--- src/rtl/pdm_capture_if.sv ---
// pdm_capture_if: control, microphone and memory-write signals of the PDM capture block.
// The DUT connects through the slave modport; the controlling side uses master.
interface pdm_capture_if #(
  parameter int unsigned ADDR_W = 10,
  parameter int unsigned DATA_W = 10
) ();

  logic              do_capture;
  logic              abort;
  logic              lr_sel;
  logic              micData;
  logic              micLRSel;
  logic              write_enable;
  logic [ADDR_W-1:0] mem_addr;
  logic [DATA_W-1:0] data_out;
  logic              busy;
  logic              did_capture;

  modport master (
    output do_capture, abort, lr_sel, micData,
    input  micLRSel, write_enable, mem_addr, data_out, busy, did_capture
  );

  modport slave (
    input  do_capture, abort, lr_sel, micData,
    output micLRSel, write_enable, mem_addr, data_out, busy, did_capture
  );

endinterface

--- src/rtl/pdm_capture.sv ---
// pdm_capture: integrates a PDM bit stream over DECIM clocks per sample and writes
// 2^ADDR_W saturated samples to memory, one write strobe per sample.
// Optional macro BITREV_ADDR_EN: store samples at bit-reversed addresses (FFT order).
module pdm_capture #(
  parameter int unsigned ADDR_W = 10,
  parameter int unsigned DATA_W = 10,
  parameter int unsigned DECIM  = 1000
) (
  input  logic           clk,
  input  logic           rst_n,
  pdm_capture_if.slave   bus
);

  localparam int unsigned ACC_W = (DECIM > 1) ? $clog2(DECIM + 1) : 1;
  localparam int unsigned CNT_W = ACC_W;
  localparam int unsigned CMP_W = (ACC_W > DATA_W) ? ACC_W : DATA_W;

  localparam logic [CNT_W-1:0] CNT_LAST = CNT_W'(DECIM - 1);
  localparam logic [CMP_W-1:0] SAT_MAX  = CMP_W'((64'd1 << DATA_W) - 64'd1);

  localparam logic [2:0] S_IDLE  = 3'd0;
  localparam logic [2:0] S_START = 3'd1;
  localparam logic [2:0] S_ACCUM = 3'd2;
  localparam logic [2:0] S_STORE = 3'd3;
  localparam logic [2:0] S_NEXT  = 3'd4;
  localparam logic [2:0] S_DONE  = 3'd5;

  logic [2:0]        state_q, state_d;
  logic [ADDR_W-1:0] idx_q,   idx_d;
  logic [ACC_W-1:0]  acc_q,   acc_d;
  logic [CNT_W-1:0]  cnt_q,   cnt_d;
  logic              lr_q,    lr_d;
  logic              we_q,    we_d;
  logic [ADDR_W-1:0] addr_q,  addr_d;
  logic [DATA_W-1:0] data_q,  data_d;
  logic              busy_q,  busy_d;
  logic              done_q,  done_d;

  logic [ADDR_W-1:0] addr_c;
  logic [CMP_W-1:0]  acc_ext_c;
  logic [DATA_W-1:0] data_sat_c;

`ifdef BITREV_ADDR_EN
  // Memory address is the sample index with its bits mirrored.
  always_comb begin
    addr_c = '0;
    for (int i = 0; i < int'(ADDR_W); i++) begin
      addr_c[ADDR_W-1-i] = idx_q[i];
    end
  end
`else
  assign addr_c = idx_q;
`endif

  // Clamp the accumulated count to the largest storable sample value.
  always_comb begin
    acc_ext_c  = CMP_W'(acc_q);
    data_sat_c = (acc_ext_c > SAT_MAX) ? DATA_W'(SAT_MAX) : DATA_W'(acc_ext_c);
  end

  // Next-state and registered-output logic; abort overrides every non-idle transition.
  always_comb begin
    state_d = state_q;
    idx_d   = idx_q;
    acc_d   = acc_q;
    cnt_d   = cnt_q;
    lr_d    = lr_q;
    we_d    = 1'b0;
    addr_d  = addr_q;
    data_d  = data_q;
    done_d  = 1'b0;

    case (state_q)
      S_IDLE: begin
        if (bus.do_capture) state_d = S_START;
      end
      S_START: begin
        idx_d   = '0;
        acc_d   = '0;
        cnt_d   = '0;
        lr_d    = bus.lr_sel;
        state_d = S_ACCUM;
      end
      S_ACCUM: begin
        acc_d = acc_q + ACC_W'(bus.micData);
        cnt_d = cnt_q + CNT_W'(1);
        if (cnt_q == CNT_LAST) state_d = S_STORE;
      end
      S_STORE: begin
        we_d    = 1'b1;
        data_d  = data_sat_c;
        addr_d  = addr_c;
        state_d = S_NEXT;
      end
      S_NEXT: begin
        acc_d = '0;
        cnt_d = '0;
        if (idx_q == {ADDR_W{1'b1}}) begin
          state_d = S_DONE;
        end else begin
          idx_d   = idx_q + ADDR_W'(1);
          state_d = S_ACCUM;
        end
      end
      S_DONE: begin
        done_d  = 1'b1;
        state_d = S_IDLE;
      end
      default: state_d = S_IDLE;
    endcase

    if (bus.abort && (state_q != S_IDLE)) begin
      state_d = S_IDLE;
      we_d    = 1'b0;
      done_d  = 1'b0;
    end

    busy_d = (state_d != S_IDLE);
  end

  // State and output registers with synchronous active-low reset.
  always_ff @(posedge clk) begin
    if (!rst_n) begin
      state_q <= S_IDLE;
      idx_q   <= '0;
      acc_q   <= '0;
      cnt_q   <= '0;
      lr_q    <= 1'b0;
      we_q    <= 1'b0;
      addr_q  <= '0;
      data_q  <= '0;
      busy_q  <= 1'b0;
      done_q  <= 1'b0;
    end else begin
      state_q <= state_d;
      idx_q   <= idx_d;
      acc_q   <= acc_d;
      cnt_q   <= cnt_d;
      lr_q    <= lr_d;
      we_q    <= we_d;
      addr_q  <= addr_d;
      data_q  <= data_d;
      busy_q  <= busy_d;
      done_q  <= done_d;
    end
  end

  assign bus.micLRSel     = lr_q;
  assign bus.write_enable = we_q;
  assign bus.mem_addr     = addr_q;
  assign bus.data_out     = data_q;
  assign bus.busy         = busy_q;
  assign bus.did_capture  = done_q;

endmodule
--- src/flat_wrapper.sv ---
// flat-port wrapper written by rule: the top's interface ports become plain ports
module pdm_capture_flat 
#(
  parameter int unsigned ADDR_W = 10,
  parameter int unsigned DATA_W = 10,
  parameter int unsigned DECIM  = 1000
)
  (clk, rst_n, bus_do_capture, bus_abort, bus_lr_sel, bus_micData, bus_micLRSel, bus_write_enable, bus_mem_addr, bus_data_out, bus_busy, bus_did_capture);
  pdm_capture_if #(.ADDR_W(ADDR_W), .DATA_W(DATA_W)) bus_i ();
  input  logic clk;
  input  logic rst_n;
  input wire logic [$bits(bus_i.do_capture)-1:0] bus_do_capture;
  input wire logic [$bits(bus_i.abort)-1:0] bus_abort;
  input wire logic [$bits(bus_i.lr_sel)-1:0] bus_lr_sel;
  input wire logic [$bits(bus_i.micData)-1:0] bus_micData;
  output wire logic [$bits(bus_i.micLRSel)-1:0] bus_micLRSel;
  output wire logic [$bits(bus_i.write_enable)-1:0] bus_write_enable;
  output wire logic [$bits(bus_i.mem_addr)-1:0] bus_mem_addr;
  output wire logic [$bits(bus_i.data_out)-1:0] bus_data_out;
  output wire logic [$bits(bus_i.busy)-1:0] bus_busy;
  output wire logic [$bits(bus_i.did_capture)-1:0] bus_did_capture;
  assign bus_i.do_capture = bus_do_capture;
  assign bus_i.abort = bus_abort;
  assign bus_i.lr_sel = bus_lr_sel;
  assign bus_i.micData = bus_micData;
  assign bus_micLRSel = bus_i.micLRSel;
  assign bus_write_enable = bus_i.write_enable;
  assign bus_mem_addr = bus_i.mem_addr;
  assign bus_data_out = bus_i.data_out;
  assign bus_busy = bus_i.busy;
  assign bus_did_capture = bus_i.did_capture;
  pdm_capture #(.ADDR_W(ADDR_W), .DATA_W(DATA_W), .DECIM(DECIM)) u_core (.clk(clk), .rst_n(rst_n), .bus(bus_i));
endmodule
--- config.mk ---
export PLATFORM = sky130hd
export DESIGN_NAME = pdm_capture_flat
export DESIGN_NICKNAME = d
export VERILOG_FILES = /design/src/rtl/pdm_capture_if.sv /design/src/rtl/pdm_capture.sv /design/src/flat_wrapper.sv
export SDC_FILE = /design/constraint.sdc
export NUM_CORES = 1
export LEC_CHECK = 0
export BUFFER_PORTS_ARGS = -buffer_cell sky130_fd_sc_hd__buf_2
export CORE_UTILIZATION = 57
export DETAILED_ROUTE_END_ITERATION = 8
export PLACE_DENSITY = 0.76
export SYNTH_ARGS = -nofsm -noshare
export SYNTH_HDL_FRONTEND = slang
export SYNTH_SLANG_ARGS = --single-unit
--- constraint.sdc ---
create_clock -name clk -period 2.4 [get_ports clk]
set_input_delay 0.24 -clock clk [delete_from_list [all_inputs] [get_ports clk]]
set_output_delay 0.24 -clock clk [all_outputs]
set_load 0.05 [all_outputs]
==> Flow_metrics.wiki <==
{| class="wikitable"
! Metric !! Value
|-
| Number of storage elements in the synthesis netlist || 57
|-
| Total standard cell area after synthesis || 2550 sq um
|-
| Number of antenna violations at the first check in global routing || 0
|-
| Post-CTS setup repair buffer count || 0
|-
| RSZ-0062 raised after global routing || no
|-
| Worst slack after detailed placement || 0.480 ns
|-
| Number of antenna repair diodes || 0
|-
| CP endpoint kind || register
|-
| Root buf cell || clkbuf_8
|-
| Final setup TNS || 0 ns
|-
| TritonCTS clock tree || built
|-
| Via count normalized by instance count || 6.10
|-
| Commonest register cell after synthesis || dfxtp_1
|-
| Met2 Track Usage GR || 0.430
|-
| Peak fanout along the critical path || 15
|-
| Depth of the worst register-to-register path || 5
|-
| Largest net degree at the start of global routing || 26
|-
| Endpoints failing hold || 0
|-
| Initial core utilization || 0.616
|-
| Worst flop-to-flop path endpoint || u_core.addr_c[9]$_SDFFE_PN0P_
|-
| Post-CTS resize count || 0
|-
| Count of fill cells added during filler insertion || 342
|-
| CTS H-tree depth || 3
|-
| I/O pin count || 30
|-
| Final routed wirelength across all metal layers || 5.85 mm
|-
| Final max-slew violation count || 0
|-
| Largest vdd supply drop || 0.440 mV
|-
| Synthesized Nets || around 320
|-
| Number of enable-type register cells in the synthesized netlist || 0
|-
| PnR worst setup slack || 0.439 ns
|-
| Area of the die || 4750 sq um
|-
| Vias in the first global route || 2014
|-
| Crit path launch type || register
|-
| Path type of the worst min-delay path || input pin to register
|-
| Number of optimization iterations in the first detailed-route pass || 5
|-
| Power per Cell Area || 660 nW/um^2
|-
| Wire length of the first global-routing pass || 9.29 mm
|-
| Fmax || 0.510 GHz
|-
| Ys async rst share || 0
|-
| Classification of the worst setup path || register to register
|-
| Number of instances on the worst hold path || 3
|-
| Register cell area after layout || 1140 sq um
|-
| Count of nets after finishing || 348
|-
| Post-synthesis average cell area || around 8.2 sq um
|-
| Minimum clock period after layout || 1.96 ns
|-
| Clock Tree Buf Depth || 2
|-
| Worst skew pair latency || 0.34 ns
|-
| Met3 track demand over resource || 0.0773
|-
| Arrival time of data at the critical path endpoint || 2.23 ns
|-
| Post-CTS Hold Buffers || 0
|-
| Cell taking the most area after synthesis || dfxtp_1
|-
| Floorplan row count || 23
|-
| Remaining DRCs || 0
|-
| Die boundary width || 68.9 um
|-
| Biggest area contributors in the synthesized netlist || dfxtp_1, nand2_1, a21oi_1
|-
| Number of violations reported at the end of detailed-routing iteration 0 || ~210
|-
| Number of warning messages in the yosys log || 0
|-
| Grt ovf || 0
|-
| Static Leak || 1.06 nW
|-
| Area of combinational cells with multiple inputs || ~1300 sq um
|-
| Max-slew headroom at the worst pin || 0.477
|-
| Timing endpoint of the critical path || u_core.addr_c[9]$_SDFFE_PN0P_
|-
| Post-synth top area share || 0.447
|-
| Tot GR Track Use || 0.272
|-
| Finish-stage setup viols || 0
|-
| Worst reg2reg setup slack || 0.44 ns
|-
| Antenna Violating Nets Remaining || 0
|-
| GP Congestion || 0.862
|-
| Sequential area share after synthesis || 0.447
|-
| Required @ worst endpoint || 2.67 ns
|-
| HPWL after detailed placement || 3.84 mm
|-
| Post-Route Skew || 0.00697 ns
|-
| Wire length per cell || 15.0 um
|-
| Inserted Clock Buffers || 9
|-
| Post-Synthesis Cells || 311
|-
| Run status || finished, final reports clean
|-
| Slew at the pin with the worst max-slew slack || 0.782 ns
|-
| Reported max-cap violation count || 0
|-
| Core Box Area || 4140 sq um
|-
| Cell variety after synth || between 40 and 50
|-
| Clock Pin Slew Worst Setup and Hold Paths || ~0.06 ns
|-
| Worst hold margin || 0.139 ns
|-
| Part of the cycle the worst path needs || 0.817
|-
| Most congested layer reported by global routing || met2
|-
| Die height || 68.9 um
|-
| Num Clock Sinks || 57
|-
| Synth-to-Final Area Change || 13.8%
|-
| Setup crit start || u_core.addr_c[0]$_SDFFE_PN0P_
|-
| Met1 Resource Use GR || 0.335
|-
| Worst reg2reg startpoint || u_core.addr_c[0]$_SDFFE_PN0P_
|-
| Number of port buffers || 29
|-
| Total number of vias || 2384
|-
| Fraction of layout cells with a size suffix above 1 || 0.170
|}
## cell type report
cell class	instances	area share
clock buffers	10	0.0474
clock inverters	4	0.0155
inverters	4	0.00517
multi-input cells	230	0.449
flip-flops and latches	57	0.393
well taps	50	0.0215
repair buffers	36	0.0681
## synth_stat cells (all sizes together) (3+ instances only)
cell	n
nand2	59
inv	3
nor3	5
ha	4
and4	3
nand4	10
nor2	19
o21ai	10
a311oi	3
and3	5
buf	8
xor2	3
o31ai	8
dfxtp	57
clkbuf	12
nor3b	3
xnor2	3
nor4	3
or4	9
a21oi	37
nand3	16
a31oi	4
## cells in the final DEF (no fill, tap or decap), types with 3 or more instances in the layout
cell type / netlist / routed
a31oi_1: 4 / 4
inv_1: 3 / 3
nand3_1: 16 / 16
nand2_1: 59 / 59
xor2_1: 3 / 3
clkinv_2: 0 / 3
buf_2: 6 / 29
nor4_1: 3 / 3
nand4_1: 10 / 10
a311oi_1: 3 / 3
o31ai_1: 7 / 7
buf_4: 0 / 7
nor2_1: 19 / 19
ha_1: 4 / 4
dfxtp_1: 57 / 57
xnor2_1: 3 / 3
or4_1: 8 / 8
a21oi_1: 37 / 37
and3_1: 5 / 5
and4_1: 3 / 3
clkbuf_8: 0 / 10
nor3_1: 5 / 5
o21ai_0: 10 / 10
## per-stage QoR
step | power, mW | instances | area, sq um | util
3_3_place_gp | 1.07 | 377 | 2720 | 0.657
5_1_grt | 1.98 | 391 | 2900 | 0.701
6_report | 1.92 | 391 | 2900 | 0.701
3_5_place_dp | 1.07 | 377 | 2720 | 0.657
2_1_floorplan | 1.05 | 311 | 2550 | -
4_1_cts | 1.93 | 391 | 2900 | 0.701
## logic make-up after synthesis
| group | synth area share |
|---|---|
| flops | 0.447 |
| mux | 0.0123 |
| fa+ha+maj | 0.0196 |
| buf+inv | 0.0412 |
| xor+xnor | 0.0206 |
| compound gates | 0.170 |
| simple gates | 0.289 |
## registers in the layout, summed over array words and instances (netlist names), 3 cells and up
register,cells
u_core.acc_ext_c,10
u_core.addr_c,10
u_core.bus.data_out,10
u_core.bus.mem_addr,10
u_core.cnt_q,10
u_core.state_q,3
## metal layers
layer	part of all wire	up-vias
met5	0	-
met4	0.020	0
met3	0.053	14
met2	0.48	81
met1	0.45	1117
li1	-	1172
## worst min-delay path by stage
| stage | from | end |
|---|---|---|
| after floorplan | bus_lr_sel | u_core.bus.micLRSel$_SDFFE_PN0P_ |
| after global placement | u_core.bus.mem_addr[4]$_SDFFE_PN0N_ | u_core.bus.mem_addr[4]$_SDFFE_PN0N_ |
| after detailed placement | u_core.bus.data_out[9]$_SDFFE_PN0N_ | u_core.bus.data_out[9]$_SDFFE_PN0N_ |
| after CTS | bus_lr_sel | u_core.bus.micLRSel$_SDFFE_PN0P_ |
| after global routing | bus_lr_sel | u_core.bus.micLRSel$_SDFFE_PN0P_ |
| final | bus_lr_sel | u_core.bus.micLRSel$_SDFFE_PN0P_ |
## critical path: stages, from the launching register on
cell and delay, ns:
dfxtp_1 0.35, ha_1 0.25, and3_1 0.25, and4_1 0.34, or4_1 0.56, a21oi_1 0.15
## power by group
group | total, mW | switching, mW | leakage [nW] | internal (mW)
sequential | 0.957 | 0.00589 | 0.460 | 0.951
clock | 0.860 | 0.370 | 0.0978 | 0.490
combinational | 0.0989 | 0.0696 | 0.502 | 0.0292
total | 1.92 | 0.445 | 1.06 | 1.47
No activity file was read; power rests on OpenSTA's default activity.
